[config.mk]
export PLATFORM = sky130hd
export DESIGN_NAME = dec_ark_stage
export DESIGN_NICKNAME = d
export VERILOG_FILES = /design/src/rtl/dec_ark_stage.sv
export SDC_FILE = /design/constraint.sdc
export NUM_CORES = 1
export LEC_CHECK = 0
export ABC_AREA = 1
export BUFFER_PORTS_ARGS = -buffer_cell sky130_fd_sc_hd__buf_2
export CELL_PAD_IN_SITES_DETAIL_PLACEMENT = 1
export CELL_PAD_IN_SITES_GLOBAL_PLACEMENT = 1
export CORE_MARGIN = 8
export CORE_UTILIZATION = 41
export CTS_CLUSTER_SIZE = 40
export DETAILED_ROUTE_END_ITERATION = 6
export PLACE_DENSITY = 0.85
export SYNTH_ARGS = -nofsm -noshare
export SYNTH_HDL_FRONTEND = slang
export SYNTH_SLANG_ARGS = --single-unit
export TNS_END_PERCENT = 5
[constraint.sdc]
create_clock -name clk -period 21.8 [get_ports clk]
set_input_delay 2.18 -clock clk [delete_from_list [all_inputs] [get_ports clk]]
set_output_delay 2.18 -clock clk [all_outputs]
set_load 0.02 [all_outputs]
[src/rtl/dec_ark_stage.sv]
// rtl/dec_ark_stage.sv - registered AddRoundKey stage with 2-entry skid buffer for the AES-128 inverse cipher
//
// Ports:
//   clk, rst                  clock, asynchronous active-high reset
//   in_valid / in_ready       upstream handshake (in_ready is a pure register output)
//   in_state, in_round        state word and its round index
//   round_key                 key for in_round, sampled with in_state
//   out_valid / out_ready     downstream handshake
//   out_state                 head entry: in_state ^ round_key
//   out_round                 head entry round tag
//   out_mix_en                head entry needs inverse MixColumns (gated by out_valid)
//   out_last                  head entry is plaintext (gated by out_valid)
//   err_round                 sticky: a word with round > NR was accepted
//   blk_cnt                   plaintext words handed downstream, wraps at 16 bits
module dec_ark_stage #(
    parameter int NR = 10,
    parameter int RW = 4
) (
    input  logic          clk,
    input  logic          rst,
    input  logic          in_valid,
    output logic          in_ready,
    input  logic [127:0]  in_state,
    input  logic [RW-1:0] in_round,
    input  logic [127:0]  round_key,
    output logic          out_valid,
    input  logic          out_ready,
    output logic [127:0]  out_state,
    output logic [RW-1:0] out_round,
    output logic          out_mix_en,
    output logic          out_last,
    output logic          err_round,
    output logic [15:0]   blk_cnt
);

    localparam logic [RW-1:0] NR_TAG = RW'(NR);

    typedef struct packed {
        logic [127:0]  state;
        logic [RW-1:0] round;
        logic          mix_en;
        logic          last;
    } entry_t;

    entry_t        head_q, head_d;
    entry_t        tail_q, tail_d;
    entry_t        new_word;
    logic [1:0]    cnt_q, cnt_d;
    logic          in_ready_q, in_ready_d;
    logic          out_valid_q, out_valid_d;
    logic          err_q, err_d;
    logic [15:0]   blk_q, blk_d;
    logic          push, pop;
    logic          bad_round;

    assign push      = in_valid & in_ready_q;
    assign pop       = out_valid_q & out_ready;
    assign bad_round = (in_round > NR_TAG);

    // Tags are resolved at accept time so the downstream mux sees them
    // straight out of a register. An out-of-range round gets neither tag.
    always_comb begin
        new_word        = '0;
        new_word.state  = in_state ^ round_key;
        new_word.round  = in_round;
        new_word.mix_en = (in_round != '0) && (in_round < NR_TAG);
        new_word.last   = (in_round == '0);
    end

    always_comb begin
        head_d = head_q;
        tail_d = tail_q;
        cnt_d  = cnt_q;
        err_d  = err_q | (push & bad_round);
        blk_d  = (pop && head_q.last) ? blk_q + 16'd1 : blk_q;
        case (cnt_q)
            2'd0: begin
                if (push) begin
                    head_d = new_word;
                    cnt_d  = 2'd1;
                end
            end
            2'd1: begin
                if (push && pop) begin
                    head_d = new_word;
                end else if (push) begin
                    tail_d = new_word;
                    cnt_d  = 2'd2;
                end else if (pop) begin
                    // head keeps its contents so out_state/out_round hold
                    cnt_d = 2'd0;
                end
            end
            default: begin
                // full: in_ready_q is low, so only a pop can happen
                if (pop) begin
                    head_d = tail_q;
                    cnt_d  = 2'd1;
                end
            end
        endcase
        in_ready_d  = (cnt_d != 2'd2);
        out_valid_d = (cnt_d != 2'd0);
    end

    always_ff @(posedge clk or posedge rst) begin
        if (rst) begin
            head_q      <= '0;
            tail_q      <= '0;
            cnt_q       <= 2'd0;
            in_ready_q  <= 1'b1;
            out_valid_q <= 1'b0;
            err_q       <= 1'b0;
            blk_q       <= 16'd0;
        end else begin
            head_q      <= head_d;
            tail_q      <= tail_d;
            cnt_q       <= cnt_d;
            in_ready_q  <= in_ready_d;
            out_valid_q <= out_valid_d;
            err_q       <= err_d;
            blk_q       <= blk_d;
        end
    end

    assign in_ready   = in_ready_q;
    assign out_valid  = out_valid_q;
    assign out_state  = head_q.state;
    assign out_round  = head_q.round;
    // stale tags of an emptied buffer must not steer downstream logic
    assign out_mix_en = head_q.mix_en & out_valid_q;
    assign out_last   = head_q.last & out_valid_q;
    assign err_round  = err_q;
    assign blk_cnt    = blk_q;

endmodule

# After elaboration in Yosys (flattened, before gate mapping)
# Index checks and enable logic that the tools add are counted.
[totals]
ff_bits = 289
latchBits = 0
mem_bits_rw = 0
mem_bits_ro = 0
inputBits = 264
output_inout_bits = 153
word_cells = 48
mem_count = 0
[op_classes]
addsub = 1
n_mul = 0
div_mod_pow = 0
n_lt_le_gt_ge = 2
eq_ne = 4
n_shift = 0
mux = 10
bitwise_logic = 8
n_reduce_logical = 10
[ops]
columns = ["operator", "count"]
rows = [
  ["$mux W134", 3],
  ["$pmux W134 S2", 1],
  ["$xor A128 B128 Y128", 1],
  ["$add A16 B1 Y16 const B", 1],
  ["$mux W2", 5],
  ["$ne A2 B2 Y1 const B", 3],
  ["$reduce_and A3 Y1", 2],
  ["$and A1 B1 Y1", 5],
  ["$gt A4 B4 Y1 const B", 1],
  ["$logic_not A4 Y1", 1],
  ["$lt A4 B4 Y1 const B", 1],
  ["$pmux W2 S2", 1],
  ["$reduce_bool A4 Y1", 1],
  ["$logic_and A1 B1 Y1", 3],
  ["$reduce_bool A3 Y1", 1],
  ["$eq A2 B1 Y1 const B", 1],
  ["$logic_not A2 Y1", 1],
  ["$reduce_bool A2 Y1", 1],
  ["$not A1 Y1", 1],
  ["$or A1 B1 Y1", 1],
]

# Depth between registers and ports, before layout
# Gate-level depths: netlist (run 1).
[depth]
depth_word = 6
mapped_depth = 9
ltp_nobuf = 8

# Worst setup path before layout (run 1)
# Ideal clock, no wire load.
[synth_timing]
path_kind = "input to register"
startpoint = "input port out_ready"
endpoint = "register tail_q[100] in the netlist's numbering"
setup_time_ns = 0.116
t_arrival_ns = 2.991
t_required_ns = 21.684
path_slack_ns = 18.692
cell_stages = 8
path_buffers = 2
cell_sequence = "nand2_1 > nand2_1 > nor2_2 > inv_2 > buf_2 > buf_2 > nand2_1 > nand2_1"
[synth_between]
elab_chain_len = 4
[synth_lines]
columns = ["item", "line", "source"]
rows = [
  ["start: declaration", "27", "input logic out_ready,"],
  ["$and A1 B1 Y1", "57", "assign pop = out_valid_q & out_ready;"],
  ["$logic_and A1 B1 Y1", "84", "if (push && pop) begin"],
  ["$not A1 Y1 (no line)", "n/a", ""],
  ["$reduce_and A3 Y1 (no line)", "n/a", ""],
  ["end signal: assignment", "117", "tail_q <= tail_d;"],
  ["end: declaration", "46", "entry_t tail_q, tail_d;"],
]
# No other way between the ends.
# A chain may end at the register's enable or synchronous reset.

# Worst setup path after layout (run 1)
[layout_timing]
startpoint = "input port out_ready"
endpoint = "register head_q (netlist bit out_state[88])"
[layout_between]
elab_chain_len = 4
elab_cells_between_ends = 5
cone_classes = "eq/ne: 1; bitwise: 1; reduce/logical: 3"
[layout_lines]
columns = ["item", "line", "source"]
rows = [
  ["$and A1 B1 Y1 (*)", "57", ""],
  ["$logic_and A1 B1 Y1", "84", ""],
  ["$ne A2 B2 Y1 (no line)", "n/a", ""],
  ["$reduce_and A3 Y1 (no line) (*)", "n/a", ""],
  ["end signal: assignment", "108", "head_q <= '0;"],
  ["end signal: assignment", "116", "head_q <= head_d;"],
  ["end: declaration", "45", "entry_t head_q, head_d;"],
]
# Every way passes the cells marked *; elsewhere a longest branch is shown, timed or not.

==> results_dict.tcl, run 1 <==
set metrics [dict create \
    skew_ns 0.0182 \
    status "complete, no violations" \
    finalSetupTns_ns 0 \
    syn-num-nets 1953 \
    cts_max_path_buffers 3 \
    hold_class "reg2reg" \
    critPathArrivalTime_ns 4.75 \
    synth-seq-cells 289 \
    io_pins 417 \
    ys_types 22 \
    crit_buf_inv 3 \
    clkLatencyLatePin_ns 0.51 \
    final_common_cell "nand2_1" \
    p_comb_share_pct 39.0 \
    yosys.area.top_type "dfrtp_1" \
    cts.sinks 289 \
    die_area_sq_mm 0.0409 \
    p_sw_w 0.00106 \
    dp.final_hpwl_um 29800 \
    antenna_found_initial 4 \
    slew_headroom_pct 22.6 \
    gp_congestion 0.775 \
    ys_warn_count 0 \
    r2r_cells 7 \
    worstPathRequired_ns 22.20 \
    ant_nets 0 \
    total_power_w 0.00252 \
    grt_usage_pct 20.9 \
    cts_tree "yes" \
    nNetsFinal 2194 \
    nFillCells 4213 \
    synth_top_area_share_pct 50.6 \
    p_leak_nw 8.66 \
    die_h_um 202 \
    holdPathStages 2 \
    finalHoldViolCount 0 \
    coreArea_sq_mm 0.0344 \
    port_buffers 416 \
    numCtsBuffers 35 \
    max_cap_violations 0 \
    vias_per_cell 5.00 \
    path_depth 8 \
    synthTopCellsByArea "dfrtp_1 51%, nand2_1 18%, xor2_1 8.4%" \
    seqPwrFrac_pct 37.5 \
    post-route-period-util_pct 20.0 \
    p_per_area_mw_per_mm2 151 \
    avgSynthCellArea_sq_um 8.43 \
    grt_overflow 0 \
    clockRootBuffer "clkbuf_16" \
    drc 0 \
    grt_pass1_wl_um 70500 \
    post_cts_buffers 0 \
    cp_common_cell "nand2_1" \
    syn_area_sq_mm 0.0142 \
    crit_path_max_fanout 155 \
    irDropWorstVdd_uv 78.2 \
    path_class "in2reg" \
    vias 12100 \
    intPower_w 0.00146 \
    clockPowerShare_pct 23.5 \
    layout_common_cells "696 x nand2_1, 416 x buf_2, 287 x dfrtp_1, 148 x nor2_1, 136 x xor2_1" \
    grt_pass1_vias 13300 \
    critPathMaxStageDelay_ns 1.00 \
    drive_gt1_share_pct 25.0 \
    initial_core_util_pct 41.4 \
    synth_seq_area_share_pct 50.8 \
    grt_max_degree 156 \
    cp-end-kind "register" \
    drt_iter0_drc 611 \
    finalWorstSetupSlack_ns 17.45 \
    post_cts_resized 0 \
    area_growth_pct 17.2 \
    wl_per_cell_um 18.1 \
    worstSetupStartpointType "input port" \
    dp_slack_ns 16.92 \
    drv_slew 0 \
    cpMaxStageDelayCell "buf_4" \
    die_x_um 202 \
    synthCells 1688 \
    wl_um 43600 \
    htree_levels 2 \
    postCtsHoldBufs 0 \
    power.share.switching_pct 42.0 \
    layout_min_cycle_time_ns 4.35 \
    max_freq_ghz 0.230 \
    num_rows 68 \
    crit_chain "buf_2 -> nand2_1 -> o21ai_1 -> nand2_1 -> inv_8 -> buf_4 -> nor2_1 -> a31oi_1" \
    rsz0062_at_grt "no" \
    finalSetupViolCount 0 \
    clk_pin_slew_ns 0.06 \
    worst_slew_pin_slew_ns 1.16 \
    firstDrtPassIters 5 \
    critPathTopFamily "buffers and inverters" \
]
power groups by stage:
stage	Clock [W]	Sequential (W)	Combinational, W
2_1_floorplan	0	0.000898	0.000878
3_3_place_gp	0	0.000934	0.000946
3_5_place_dp	0	0.000947	0.000992
4_1_cts	0.000608	0.000945	0.00100
5_1_grt	0.000631	0.000974	0.00110
6_report	0.000593	0.000945	0.000982
metal layers:
layer / global-route usage (%) / vias up / routed length (um)
met1: 25.4 / 5970 / 17700
met3: 4.98 / 78 / 2710
li1: - / 5656 / -
met5: 0 / - / 37
met2: 36.2 / 351 / 22000
met4: 6.01 / 6 / 1130
synth_stat cells, drive strengths merged:
cell type	instances
nor3	3
nand3	15
clkbuf	30
dfstp	1
dfrtp	288
xor2	136
inv	30
xnor2	2
nand4	3
nand2	696
nor2	149
ha	1
a31oi	132
a21oi	2
o31ai	1
o21ai	10
buf	189
cell type report:
cell class	instances	area (sq um)	area share, %
Inverter	30	133	0.795
Antenna cell	1	2.50	0.0150
Clock buffer	50	1070	6.44
Tap cell	455	569	3.41
Sequential cell	289	7240	43.4
Multi-Input combinational cell	1150	5400	32.4
Timing Repair Buffer	423	2150	12.9
Clock inverter	12	120	0.720
worst reg2reg max path: stages, from the launching register on:
cell and delay [ns]:
dfrtp_4 0.73, buf_4 0.49, o21ai_1 0.32, nand2_1 0.21, inv_8 0.62, buf_4 1.02
nor2_1 0.19, a31oi_1 0.24
worst paths after layout:
| path | from | to | slack, ns |
|---|---|---|---|
| worst max register to register | cnt_q[1] | out_state[88] | 17.88 |
| max in group asynchronous | rst | tail_q[73] | 18.46 |
| worst min register to register | tail_q[57] | tail_q[57] | 0.47 |
| worst max-delay path | out_ready | out_state[88] | 17.45 |
| min in group asynchronous | rst | blk_cnt[15] | 1.87 |
| worst min-delay path | tail_q[57] | tail_q[57] | 0.47 |
cells by family (layout without fill, tap and decap cells):
group | count (synthesis) | in the layout | synth area share (%)
AND/OR/NAND/NOR | 866 | 866 | 23.1
flip-flops | 289 | 289 | 50.8
buffers and inverters | 249 | 515 | 11.3
AO/OA/AOI/OAI | 145 | 145 | 6.28
XOR/XNOR | 138 | 138 | 8.49
adder cells (fa/ha/maj) | 1 | 1 | 0.0879
other | 0 | 1 | 0
metrics by stage:
step                instances  instance area (sq um)  hold slack (ns)  utilization [%]
global placement         2347                  15500            0.448             45.1
global route             2410                  16700            0.499             48.5
CTS                      2409                  16700            0.472             48.5
finish                   2410                  16700            0.471             48.5
floorplan                1688                  14200            0.442                -
detailed placement       2347                  15500            0.458             45.1
state kept, by name, indices dropped and copies added, names as in the netlist:
| name | flops |
|---|---|
| blk_cnt | 16 |
| cnt_q | 2 |
| err_round | 1 |
| head_q | 2 |
| in_ready | 1 |
| out_round | 4 |
| out_state | 128 |
| out_valid | 1 |
| tail_q | 134 |
Power figures use the tool's default switching activity.
==> inputs of run 2 (changes only) <==
--- a/config.mk
+++ b/config.mk
@@ -5,15 +5,15 @@
 export SDC_FILE = /design/constraint.sdc
 export NUM_CORES = 1
 export LEC_CHECK = 0
-export ABC_AREA = 1
+export ABC_AREA = 0
 export BUFFER_PORTS_ARGS = -buffer_cell sky130_fd_sc_hd__buf_2
 export CELL_PAD_IN_SITES_DETAIL_PLACEMENT = 1
 export CELL_PAD_IN_SITES_GLOBAL_PLACEMENT = 1
 export CORE_MARGIN = 8
-export CORE_UTILIZATION = 41
+export CORE_UTILIZATION = 38
 export CTS_CLUSTER_SIZE = 40
 export DETAILED_ROUTE_END_ITERATION = 6
-export PLACE_DENSITY = 0.85
+export PLACE_DENSITY = 0.79
 export SYNTH_ARGS = -nofsm -noshare
 export SYNTH_HDL_FRONTEND = slang
 export SYNTH_SLANG_ARGS = --single-unit
==> constraint.sdc (replaced) <==
create_clock -name clk -period 4.4 [get_ports clk]
set_input_delay 0.44 -clock clk [delete_from_list [all_inputs] [get_ports clk]]
set_output_delay 0.44 -clock clk [all_outputs]
set_load 0.02 [all_outputs]
==> results_dict.tcl, run 2 <==
set metrics [dict create \
    status "complete, no violations" \
    crit_chain "or3_4 -> buf_4 -> o21ai_0" \
    cts.sinks 289 \
    post_cts_resized 0 \
    die_area_sq_mm 0.0425 \
    worstSetupStartpointType "register" \
    wl_met2_um 18700 \
    drc 0 \
    wl_met1_um 16200 \
    antennaDiodeCount 0 \
    drive_gt1_share_pct 27.5 \
    synth-edff-count 0 \
    die_h_um 206 \
    coreArea_sq_mm 0.0356 \
    synth_seq_area_share_pct 52.6 \
    ant_nets 0 \
    slew_headroom_pct 31.9 \
    crit_buf_inv 1 \
    hold_class "in2async" \
    stdcell_count 2241 \
    grt_pass1_wl_um 61400 \
    grt_max_degree 141 \
    p_sw_w 0.00471 \
    top_layer_used "met4" \
    crit_path_max_fanout 85 \
    skew_ns 0.0106 \
    p_comb_share_pct 36.9 \
    max_cap_violations 0 \
    yosysMostFrequentCell "nand2_1" \
    initial_core_util_pct 38.7 \
    synth-seq-cells 289 \
    wl_um 38800 \
    synth_top_area_share_pct 52.4 \
    met3_length_um 2700 \
    stdcell_area_sq_mm 0.0163 \
    top_register "tail_q" \
    yosys.area.top_type "dfrtp_1" \
    area_growth_pct 18.3 \
    syn_area_sq_mm 0.0138 \
    io_pins 417 \
    placed_area_sq_mm 0.0152 \
    avgSynthCellArea_sq_um 9.09 \
    cts_tree "yes" \
    critPathMaxStageDelay_ns 0.98 \
    seqPwrFrac_pct 39.3 \
    worst_slew_pin_slew_ns 1.02 \
    nNetsFinal 2021 \
    largest_register_ffs 134 \
    irDropWorstVdd_uv 448 \
    holdWs_ns 0.0126 \
    synthTopCellsByArea "dfrtp_1 52%, xnor2_1 9.0%, o21ai_0 8.0%" \
    finalSetupViolCount 0 \
    die_x_um 206 \
    dp.final_hpwl_um 28100 \
    cpMaxStageDelayCell "dfrtp_4" \
    layout_common_cells "416 x buf_2, 292 x nand2_1, 287 x dfrtp_1, 220 x o21ai_0, 141 x xnor2_1" \
    vias 10800 \
    p_leak_nw 7.91 \
    ys_warn_count 0 \
    drv_slew 0 \
    p_per_area_mw_per_mm2 715 \
    firstDrtPassIters 4 \
    ys_types 28 \
    post_cts_buffers 0 \
    synthCells 1513 \
    cp-end-kind "register" \
    async_flop_share_pct 100 \
    htree_levels 2 \
    clk_pin_slew_ns 0.06 \
    netlist_top_cells_count "292 x nand2_1, 288 x dfrtp_1, 220 x o21ai_0, 141 x xnor2_1, 136 x nor2_1" \
    final_common_cell "buf_2" \
    rsz0062_at_grt "no" \
    numCtsBuffers 34 \
    critPathArrivalTime_ns 3.17 \
    syn-num-nets 1778 \
    critPathTopFamily "flip-flops" \
    finalHoldViolCount 0 \
    final_util_pct 45.7 \
    placedCellCount 2181 \
    antenna_found_initial 0 \
    worstPathRequired_ns 4.74 \
    cts_max_path_buffers 3 \
    wl_per_cell_um 17.3 \
    clkLatencyLatePin_ns 0.50 \
    port_buffers 416 \
    intPower_w 0.00692 \
    num_rows 69 \
    grt_usage_pct 17.7 \
    clockPowerShare_pct 23.8 \
    clockRootBuffer "clkbuf_16" \
    vias_per_cell 4.83 \
    finalSetupTns_ns 0 \
    postCtsHoldBufs 0 \
    path_class "reg2reg" \
    gp_congestion 0.759 \
    power.share.switching_pct 40.5 \
    drt_iter0_drc 361 \
    post-route-period-util_pct 64.4 \
    grt_pass1_vias 11900 \
    synth_flop_cell "dfrtp_1" \
    layout_min_cycle_time_ns 2.84 \
    max_freq_ghz 0.353 \
    grt_overflow 0 \
]
run 2: per-stage QoR:
| step | power [W] | worst slack [ns] |
|---|---|---|
| 5_1_grt | 0.0125 | 1.31 |
| 3_5_place_dp | 0.00900 | 1.53 |
| 6_report | 0.0116 | 1.56 |
| 2_1_floorplan | 0.00816 | 0.128 |
| 3_3_place_gp | 0.00872 | 1.64 |
| 4_1_cts | 0.0118 | 1.51 |
run 2: power by group through the flow:
stage | sequential (W) | clock, W | combinational (W)
5_1_grt | 0.00472 | 0.00294 | 0.00485
6_report | 0.00457 | 0.00276 | 0.00429
3_3_place_gp | 0.00455 | 0 | 0.00417
4_1_cts | 0.00459 | 0.00286 | 0.00440
2_1_floorplan | 0.00436 | 0 | 0.00380
3_5_place_dp | 0.00461 | 0 | 0.00439
run 2: metal layers:
metal  up-vias  track usage [%]
li1       5299                -
met1      5146             21.6
met2       312             30.1
met3        76             4.59
met4         0             6.13
met5         -                0
run 2: cell type report:
cell class | instances | area [sq um]
clock buffers | 50 | 1020
clock inverters | 10 | 85.1
fillers | 4242 | 19300
inverters | 2 | 11.3
multi-input cells | 1002 | 5110
flip-flops and latches | 289 | 7240
well taps | 461 | 577
repair buffers | 427 | 2230
run 2: path summary, 6_finish.rpt:
| path | from | slack [ns] | endpoint | depth (start not counted) |
|---|---|---|---|---|
| worst max-delay path | cnt_q[1] | 1.56 | tail_q[40] | 3 |
| worst min register to register | out_state[121] | 0.47 | out_state[121] | 2 |
| min in group clk | in_round[2] | 0.22 | tail_q[4] | 3 |
| max in group asynchronous | rst | 3.33 | tail_q[12] | 3 |
| worst min-delay path | rst | 0.01 | blk_cnt[13] | 2 |
| worst max register to register | cnt_q[1] | 1.56 | tail_q[40] | 3 |
run 2: logic make-up (layout without fill, tap and decap cells):
kind of cell / after synthesis / count (layout) / synth area share (%)
buffers and inverters: 222 / 489 / 10.3
muxes: 7 / 7 / 0.537
adders and majority gates: 1 / 1 / 0.0910
and+or+nand+nor: 449 / 449 / 12.6
xor gates and xnor gates: 143 / 143 / 9.11
DFF: 289 / 289 / 52.6
AOI/OAI and AO/OA: 402 / 402 / 14.7
